### config.mk
export PLATFORM = sky130hd
export DESIGN_NAME = load_store_unit
export DESIGN_NICKNAME = d
export VERILOG_FILES = /design/src/rtl/load_store_unit.sv
export SDC_FILE = /design/constraint.sdc
export NUM_CORES = 1
export LEC_CHECK = 0
export BUFFER_PORTS_ARGS = -buffer_cell sky130_fd_sc_hd__buf_2
export CORE_UTILIZATION = 35
export DETAILED_ROUTE_END_ITERATION = 7
export PLACE_DENSITY = 0.64
export SLEW_MARGIN = 25
export SYNTH_ARGS = -nofsm -noshare
export SYNTH_HDL_FRONTEND = slang
export SYNTH_SLANG_ARGS = --single-unit
### constraint.sdc
create_clock -name clk -period 1.9 [get_ports clk]
set_input_delay 0.095 -clock clk [delete_from_list [all_inputs] [get_ports clk]]
set_output_delay 0.095 -clock clk [all_outputs]
set_load 0.02 [all_outputs]
### src/rtl/load_store_unit.sv
// load_store_unit: M-stage loads/stores as single Wishbone classic transactions,
// with byte selects, load extension, misalignment detection and a bus timeout.
module load_store_unit #(
  parameter int DATA_WIDTH     = 32,
  parameter int TIMEOUT_CYCLES = 255,
  parameter int TO_WIDTH       = 8
) (
  input  logic                  clk,
  input  logic                  rst,
  input  logic                  i_mem_read_M,
  input  logic                  i_mem_write_M,
  input  logic [2:0]            i_funct3_MEM,
  input  logic [DATA_WIDTH-1:0] i_data_addr_M,
  input  logic [DATA_WIDTH-1:0] i_write_data_M,
  output logic [DATA_WIDTH-1:0] o_read_data_M,
  output logic                  o_stall_M,
  output logic                  o_misaligned_M,
  output logic                  o_bus_err_M,
  output logic                  o_wb_cyc,
  output logic                  o_wb_stb,
  output logic                  o_wb_we,
  output logic [3:0]            o_wb_sel,
  output logic [DATA_WIDTH-1:0] o_wb_adr,
  output logic [DATA_WIDTH-1:0] o_wb_dat,
  input  logic [DATA_WIDTH-1:0] i_wb_dat,
  input  logic                  i_wb_ack,
  input  logic                  i_wb_err
);
  typedef enum logic [1:0] {IDLE, BUS, DONE} state_t;
  state_t state, state_n;
  logic req, mis, valid, timeout, fail, sx;
  logic [3:0] sel_c, sel_q;
  logic [DATA_WIDTH-1:0] dat_c, dat_q, adr_q, lane, load_c;
  logic we_q, err_q;
  logic [2:0] f3_q;
  logic [1:0] off_q;
  logic [TO_WIDTH-1:0] cnt;
  assign req     = i_mem_read_M | i_mem_write_M;
  assign mis     = req & (i_funct3_MEM[1] ? |i_data_addr_M[1:0] : i_funct3_MEM[0] & i_data_addr_M[0]);
  assign valid   = req & ~mis;
  assign timeout = cnt == TO_WIDTH'(TIMEOUT_CYCLES - 1);
  // err beats a same-cycle ack; timeout only fires when the slave stays silent
  assign fail    = i_wb_err | (~i_wb_ack & timeout);
  assign sel_c   = i_funct3_MEM[1] ? 4'b1111 : i_funct3_MEM[0] ? (i_data_addr_M[1] ? 4'b1100 : 4'b0011)
                 : 4'b0001 << i_data_addr_M[1:0];
  assign dat_c   = i_funct3_MEM[1] ? i_write_data_M : i_funct3_MEM[0] ? {2{i_write_data_M[15:0]}}
                 : {4{i_write_data_M[7:0]}};
  assign sx      = ~f3_q[2];
  assign lane    = i_wb_dat >> {off_q, 3'b000};
  assign load_c  = f3_q[1] ? i_wb_dat : f3_q[0] ? {{16{sx & lane[15]}}, lane[15:0]}
                 : {{24{sx & lane[7]}}, lane[7:0]};
  always_comb begin
    state_n = state == IDLE ? (valid ? BUS : IDLE)
            : state == BUS  ? (i_wb_ack | i_wb_err | timeout ? DONE : BUS)
            : IDLE;
  end
  always_ff @(posedge clk or negedge rst) begin
    if (!rst) state <= IDLE;
    else      state <= state_n;
  end
  always_ff @(posedge clk or negedge rst) begin
    if (!rst) begin
      adr_q         <= '0;
      dat_q         <= '0;
      sel_q         <= '0;
      we_q          <= 1'b0;
      f3_q          <= '0;
      off_q         <= '0;
      cnt           <= '0;
      err_q         <= 1'b0;
      o_read_data_M <= '0;
    end else begin
      if (state == IDLE && valid) begin
        adr_q <= {i_data_addr_M[DATA_WIDTH-1:2], 2'b00};
        dat_q <= dat_c;
        sel_q <= sel_c;
        we_q  <= i_mem_write_M;
        f3_q  <= i_funct3_MEM;
        off_q <= i_data_addr_M[1:0];
        cnt   <= '0;
      end
      if (state == BUS) begin
        cnt <= cnt + TO_WIDTH'(1);
        if (fail) begin
          err_q <= 1'b1;
          if (!we_q) o_read_data_M <= '0;
        end else if (i_wb_ack && !we_q) o_read_data_M <= load_c;
      end
      if (state == DONE) err_q <= 1'b0;
    end
  end
  // reset gating keeps the combinational flags quiet while rst is held low
  assign o_stall_M      = rst & ((state == IDLE & valid) | state == BUS);
  assign o_misaligned_M = rst & mis;
  assign o_bus_err_M    = state == DONE & err_q;
  assign o_wb_cyc       = state == BUS;
  assign o_wb_stb       = state == BUS;
  assign o_wb_we        = state == BUS & we_q;
  assign o_wb_sel       = state == BUS ? sel_q : 4'b0000;
  assign o_wb_adr       = adr_q;
  assign o_wb_dat       = dat_q;
endmodule

; ---- Word-level counts from Yosys, hierarchy flattened
; Cells that the tools add are included.
[op_classes]
addsub = 1
eq_ne = 4
n_shift = 2
mux = 21
n_bitwise = 19
reduce_logical = 11
[ops]
columns = operator, count
row1 = 2-to-1 mux 32 bit, 7
row2 = >> shifter 32 x 5 -> 16 bit, 1
row3 = 2-to-1 mux 4 bit, 4
row4 = 2-to-1 mux 8 bit, 2
row5 = bitwise AND 1 bit, 11
row6 = "adder 8 x 1 -> 8 bit, second input constant", 1
row7 = "equality test 8 bit, second input constant", 1
row8 = nonzero test 2 bit, 4
row9 = 2-to-1 mux 2 bit, 3
row10 = 2-to-1 mux 1 bit, 5
row11 = OR 1 bit, 5
row12 = "<< shifter 1 x 2 -> 4 bit, first input constant", 1
row13 = inverter 1 bit, 3
row14 = AND reduction 3 bit, 1
row15 = "equality test 2 x 1 -> 1 bit, second input constant", 1
row16 = "equality test 2 bit, second input constant", 1
row17 = logical AND 1 bit, 2
row18 = zero test 2 bit, 1
row19 = "inequality test 2 bit, second input constant", 1
row20 = AND reduction 2 bit, 1
row21 = OR reduction 2 bit, 1
row22 = zero test 1 bit, 1
[word_totals]
regBits = 115
input_bits = 105
out_inout_bits = 106
word_cells = 68

; ---- Depth between registers and ports, before layout
[depth]
word_depth = 8
ltp_mapped = 8
mapped_depth_nobuf = 6

; ---- Worst setup path after synthesis
; Ideal clock, no wire load.
[synth_timing]
kind = flip-flop to flip-flop
from = register state[1]
to = register o_read_data_M[14]
setup_ns = 0.126
arrival_ns = 1.854
setup_slack_ns = -0.081
path_stages_with_launch = 9
path_buffers = 3
synth_period_minus_slack_ns = 1.981
path_cell_list = dfrtp_1 > inv_1 > ha_1 > nand2b_1 > clkbuf_1 > or2_1 > buf_6 > buf_8 > a221o_1
[synth_between]
elab_chain_len = 2
[synth_rtl]
columns = item, line
row1 = "start, declared", 30  ; state_t state, state_n;
row2 = "start signal, assigned", 59  ; else state <= state_n;
row3 = equality test 2 x 1 -> 1 bit, n/a
row4 = net o_wb_cyc, 19  ; output logic o_wb_cyc,
row5 = AND reduction 3 bit (no source line), n/a
row6 = "end signal, assigned", 87  ; end else if (i_wb_ack && !we_q) o_read_data_M <= load_c;
row7 = "end, declared", 15  ; output logic [DATA_WIDTH-1:0] o_read_data_M,
; The timed path passes the listed nets, and every way through them passes these cells.
; A chain may end at the register's enable or synchronous reset.

; ---- Worst setup path in the final report
[layout_timing]
from = register state[0]
to = output port o_stall_M
[layout_between]
elab_chain_len = 4
elab_cells_between_ends = 5
classes_between = eq/ne (1) / bitwise (3) / reduce/logical (1)
[layout_rtl]
columns = item, line
row1 = zero test 2 bit, 93  ; assign o_stall_M = rst & ((state == IDLE & valid) | state == BUS);
row2 = bitwise AND 1 bit, 93
row3 = OR 1 bit *, 93
row4 = bitwise AND 1 bit *, 93
row5 = "end, declared", 16  ; output logic o_stall_M,
; Every way passes the cells marked *; elsewhere a longest branch is shown, timed or not.

==> flow_summary_export.csv <==
group,metric,value,unit
placed_design,place_ws,0.126,ns
finish,drive_above_1_share,39.2,%
worst_hold_path,holdPathEnd,"o_wb_dat[29]",
sta,skew,0.0176,ns
grt,overflow,0,
sta,fin_setup_tns,0,ns
critical_path,arrival,1.70,ns
clock_network,numCtsBuffers,17,
grt,grt_start_max_net_pins,66,
placed_design,hpwlAfterDp,11.8,mm
clock_network,h-tree-depth,4,
die,dieWidth,127,um
critical_path,end_kind,"output pin",
die,core-area,15300,um^2
yosys,synth.distinct_cells,51,
critical_path,required,1.80,ns
detailed_routing,drt_wl_total,16.5,mm
sta,finalSetupViolCount,0,
sta,final_max_slew_viol_count,0,
yosys,netlist.area_leader.share,52.6,%
pwr,p_sw,3.56,mW
critical_path,rr_endpoint,"o_read_data_M[9]",
critical_path,r2r_cells,4,
sta,hold_viol_final,0,
grt,grt_pass1_vias,5307,
yosys,synth_top_cell_by_area,"dfrtp_1",
worst_hold_path,hold_depth,3,
run,max_cap_violations,0,
placed_design,gp_congestion,0.819,
yosys,synth.yosys.seq_area_share,52.6,%
critical_path,worstPathCellList,"inv_2 -> ha_4 -> o2111ai_4 -> and2_1 -> nor2b_2 -> buf_4",
critical_path,critPathBufInv,2,
placed_design,portBuffers,208,
finish,diodes,0,
critical_path,worstPathMaxFanout,5,
pwr,combPwrFrac,34.2,%
critical_path,r2r_slack,0.12,ns
yosys,netlist_instances,518,
sta,period_needed,1.79,ns
detailed_routing,ant_nets,0,
pwr,clock_power_share,31.5,%
placed_design,postPlaceCellArea,6860,um^2
yosys,synth-seq-cells,115,
clock_network,clk_latency,0.41,ns
critical_path,crit_path_max_incr_delay,0.42,ns
finish,design_area,8280,um^2
pwr,swShare,34.2,%
clock_network,cts_tree,"yes",
clock_network,cts_root_buf,"clkbuf_16",
critical_path,crit_family,"flip-flops",
detailed_routing,drt_first_pass_iters,4,
sta,rsz0062_at_grt,"no",
clock_network,clk_pin_slew,0.05,ns
finish,instances_no_fill,1041,
grt,antenna_found_initial,0,
pwr,pwr-share-seq,34.4,%
worst_hold_path,hold_class,"in -> reg",
critical_path,cp-start-kind,"flip-flop",
finish,fin_nets,927,
sta,holdWs,0.0132,ns
pwr,ir_worst_vdd,585,uV
detailed_routing,drc_errors,0,
critical_path,worstSetupPathType,"reg -> out",
yosys,ys.flop_type,"dfrtp_1",
finish,area_growth,51.4,%
pwr,internal_power,6.85,mW
status,status,"finished clean",
placed_design,dp_cells,931,
detailed_routing,vias,5097,
detailed_routing,post_drt_via_cell_ratio,4.90,
die,die_area,16100,um^2
die,start_util,35.9,%
detailed_routing,avgRoutedWirePerCell,15.9,um
yosys,ys_top_cells_by_area,"dfrtp_1 (53%), mux2_2 (8.8%), mux2i_1 (5.5%), o21ai_0 (5.4%), nand2_1 (4.7%)",
sta,fmax,558,MHz
grt,grt_pass1_wl,26.2,mm
pwr,power_density,1260,nW/um^2
clock_network,cts_buffer_depth,2,
sta,setup_slack,0.107,ns
die,io_pins,211,
sta,period_share,94.3,%
pwr,p_leak,4.13,nW
yosys,synth.avg_cell_area,10.6,um^2
yosys,synth_warnings,0,
yosys,syn_area,5470,um^2
die,chipHeight,127,um
clock_network,cts_sinks,115,
grt,grt_util_all_layers,21.0,%
detailed_routing,drt_iter0_markers,201,
worst_hold_path,hold_start,"i_write_data_M[29]",
critical_path,worst_path_max_delay_cell,"dfrtp_1",
die,row_count,45,
yosys,async_flop_share,100,%
critical_path,r2r-start,"off_q[0]",
yosys,synth_edf_count,0,
==> Yosys cell counts (2+ instances only) <==
cell,n
a2111oi_0,2
a211oi_1,2
a21oi_1,16
a221o_1,12
a22o_1,5
a22oi_1,2
a31oi_1,2
and2_1,7
buf_1,2
buf_2,10
buf_4,3
clkbuf_1,19
dfrtp_1,115
ha_1,5
inv_1,10
mux2_2,43
mux2i_1,30
nand2_1,69
nand2b_1,9
nand3_1,20
nor2_1,25
nor2b_1,5
nor3_1,4
nor3b_1,2
o21ai_0,59
o22ai_1,5
o2bb2ai_1,3
o31ai_1,6
xnor2_1,4
==> worst max path at each step <==
stage               startpoint                end  slack (ns)  cells past startpoint
global placement        cnt[0]   o_read_data_M[0]        0.17                      7
global route          state[0]          o_stall_M        0.01                      6
detailed placement    off_q[0]   o_read_data_M[9]        0.13                      4
floorplan             state[1]  o_read_data_M[14]        0.02                      8
CTS                   state[1]          o_stall_M        0.01                      7
finish                state[0]          o_stall_M        0.11                      6
==> cell families (layout without fill, tap and decap cells) <==
group           count (synthesis)  count (layout)  synth area share [%]
compound gates                122             122                  14.2
xor+xnor                        5               5                 0.800
fa+ha+maj                       5               5                  1.14
buf+inv                        47             358                  4.00
flops                         115             115                  52.6
mux                            74              74                  14.7
other cells                     1               2                0.0685
simple gates                  149             149                  12.5
==> state kept, by name (all words and copies together), names as in the netlist <==
signal	flops
o_read_data_M	32
o_wb_dat	32
o_wb_adr	30
cnt	8
sel_q	4
f3_q	3
off_q	2
state	2
err_q	1
we_q	1
==> cell type report <==
class | instances | area (um^2)
fillers | 1350 | 6970
multi-input cells | 357 | 2420
clock buffers | 24 | 492
repair buffers | 315 | 2060
flip-flops and latches | 115 | 2880
clock inverters | 8 | 124
well taps | 211 | 264
inverters | 11 | 42.5
==> tightest hold or removal path, stage by stage <==
cell     delay [ns]
buf_2          0.07
a21oi_1        0.05
o21ai_0        0.15
==> metal layers <==
layer  vias up  track usage [%]  routed length (um)
li1       2427                -                   -
met1      2471             25.3                7130
met2       181             35.6                8180
met3        18             5.86                 974
met4         0             7.91                 246
met5         -                0                   0
==> per-stage QoR <==
stage          util, %  power [mW]
3_3_place_gp      44.9        6.93
3_5_place_dp      44.9        7.02
2_1_floorplan        -        5.68
4_1_cts           54.1        10.5
5_1_grt           54.3        11.0
6_report          54.3        10.4
==> layout by cell type, fill, tap and decap left out, types with 5 or more instances in the layout <==
master	count
dlygate4sd3_1	76
mux2_2	43
mux2i_1	30
o31ai_1	6
o21ai_0	59
nand3_1	20
buf_4	31
clkbuf_16	17
a221o_1	12
buf_2	206
a21oi_1	16
nand2b_1	9
a22o_1	5
o22ai_1	5
dfrtp_1	115
inv_1	8
nor2_1	25
and2_1	7
nand2_1	69
==> power groups by stage <==
stage	clock, mW	sequential, mW	combinational, mW
final	3.28	3.58	3.56
after global routing	3.48	3.68	3.84
after CTS	3.36	3.58	3.56
after detailed placement	0	3.61	3.41
after global placement	0	3.57	3.36
after floorplan	0	4.33	1.35
==> what timing repair did <==
action                                  in CTS  in global routing
endpoints found under the setup margin       2                  1
pin swaps                                    1                  0
hold buffers                                76                  0
buffers inserted                             2                  0
resized for setup                            5                  5
hold endpoints to repair                   107                  0
No activity file was read; power rests on OpenSTA's default activity.
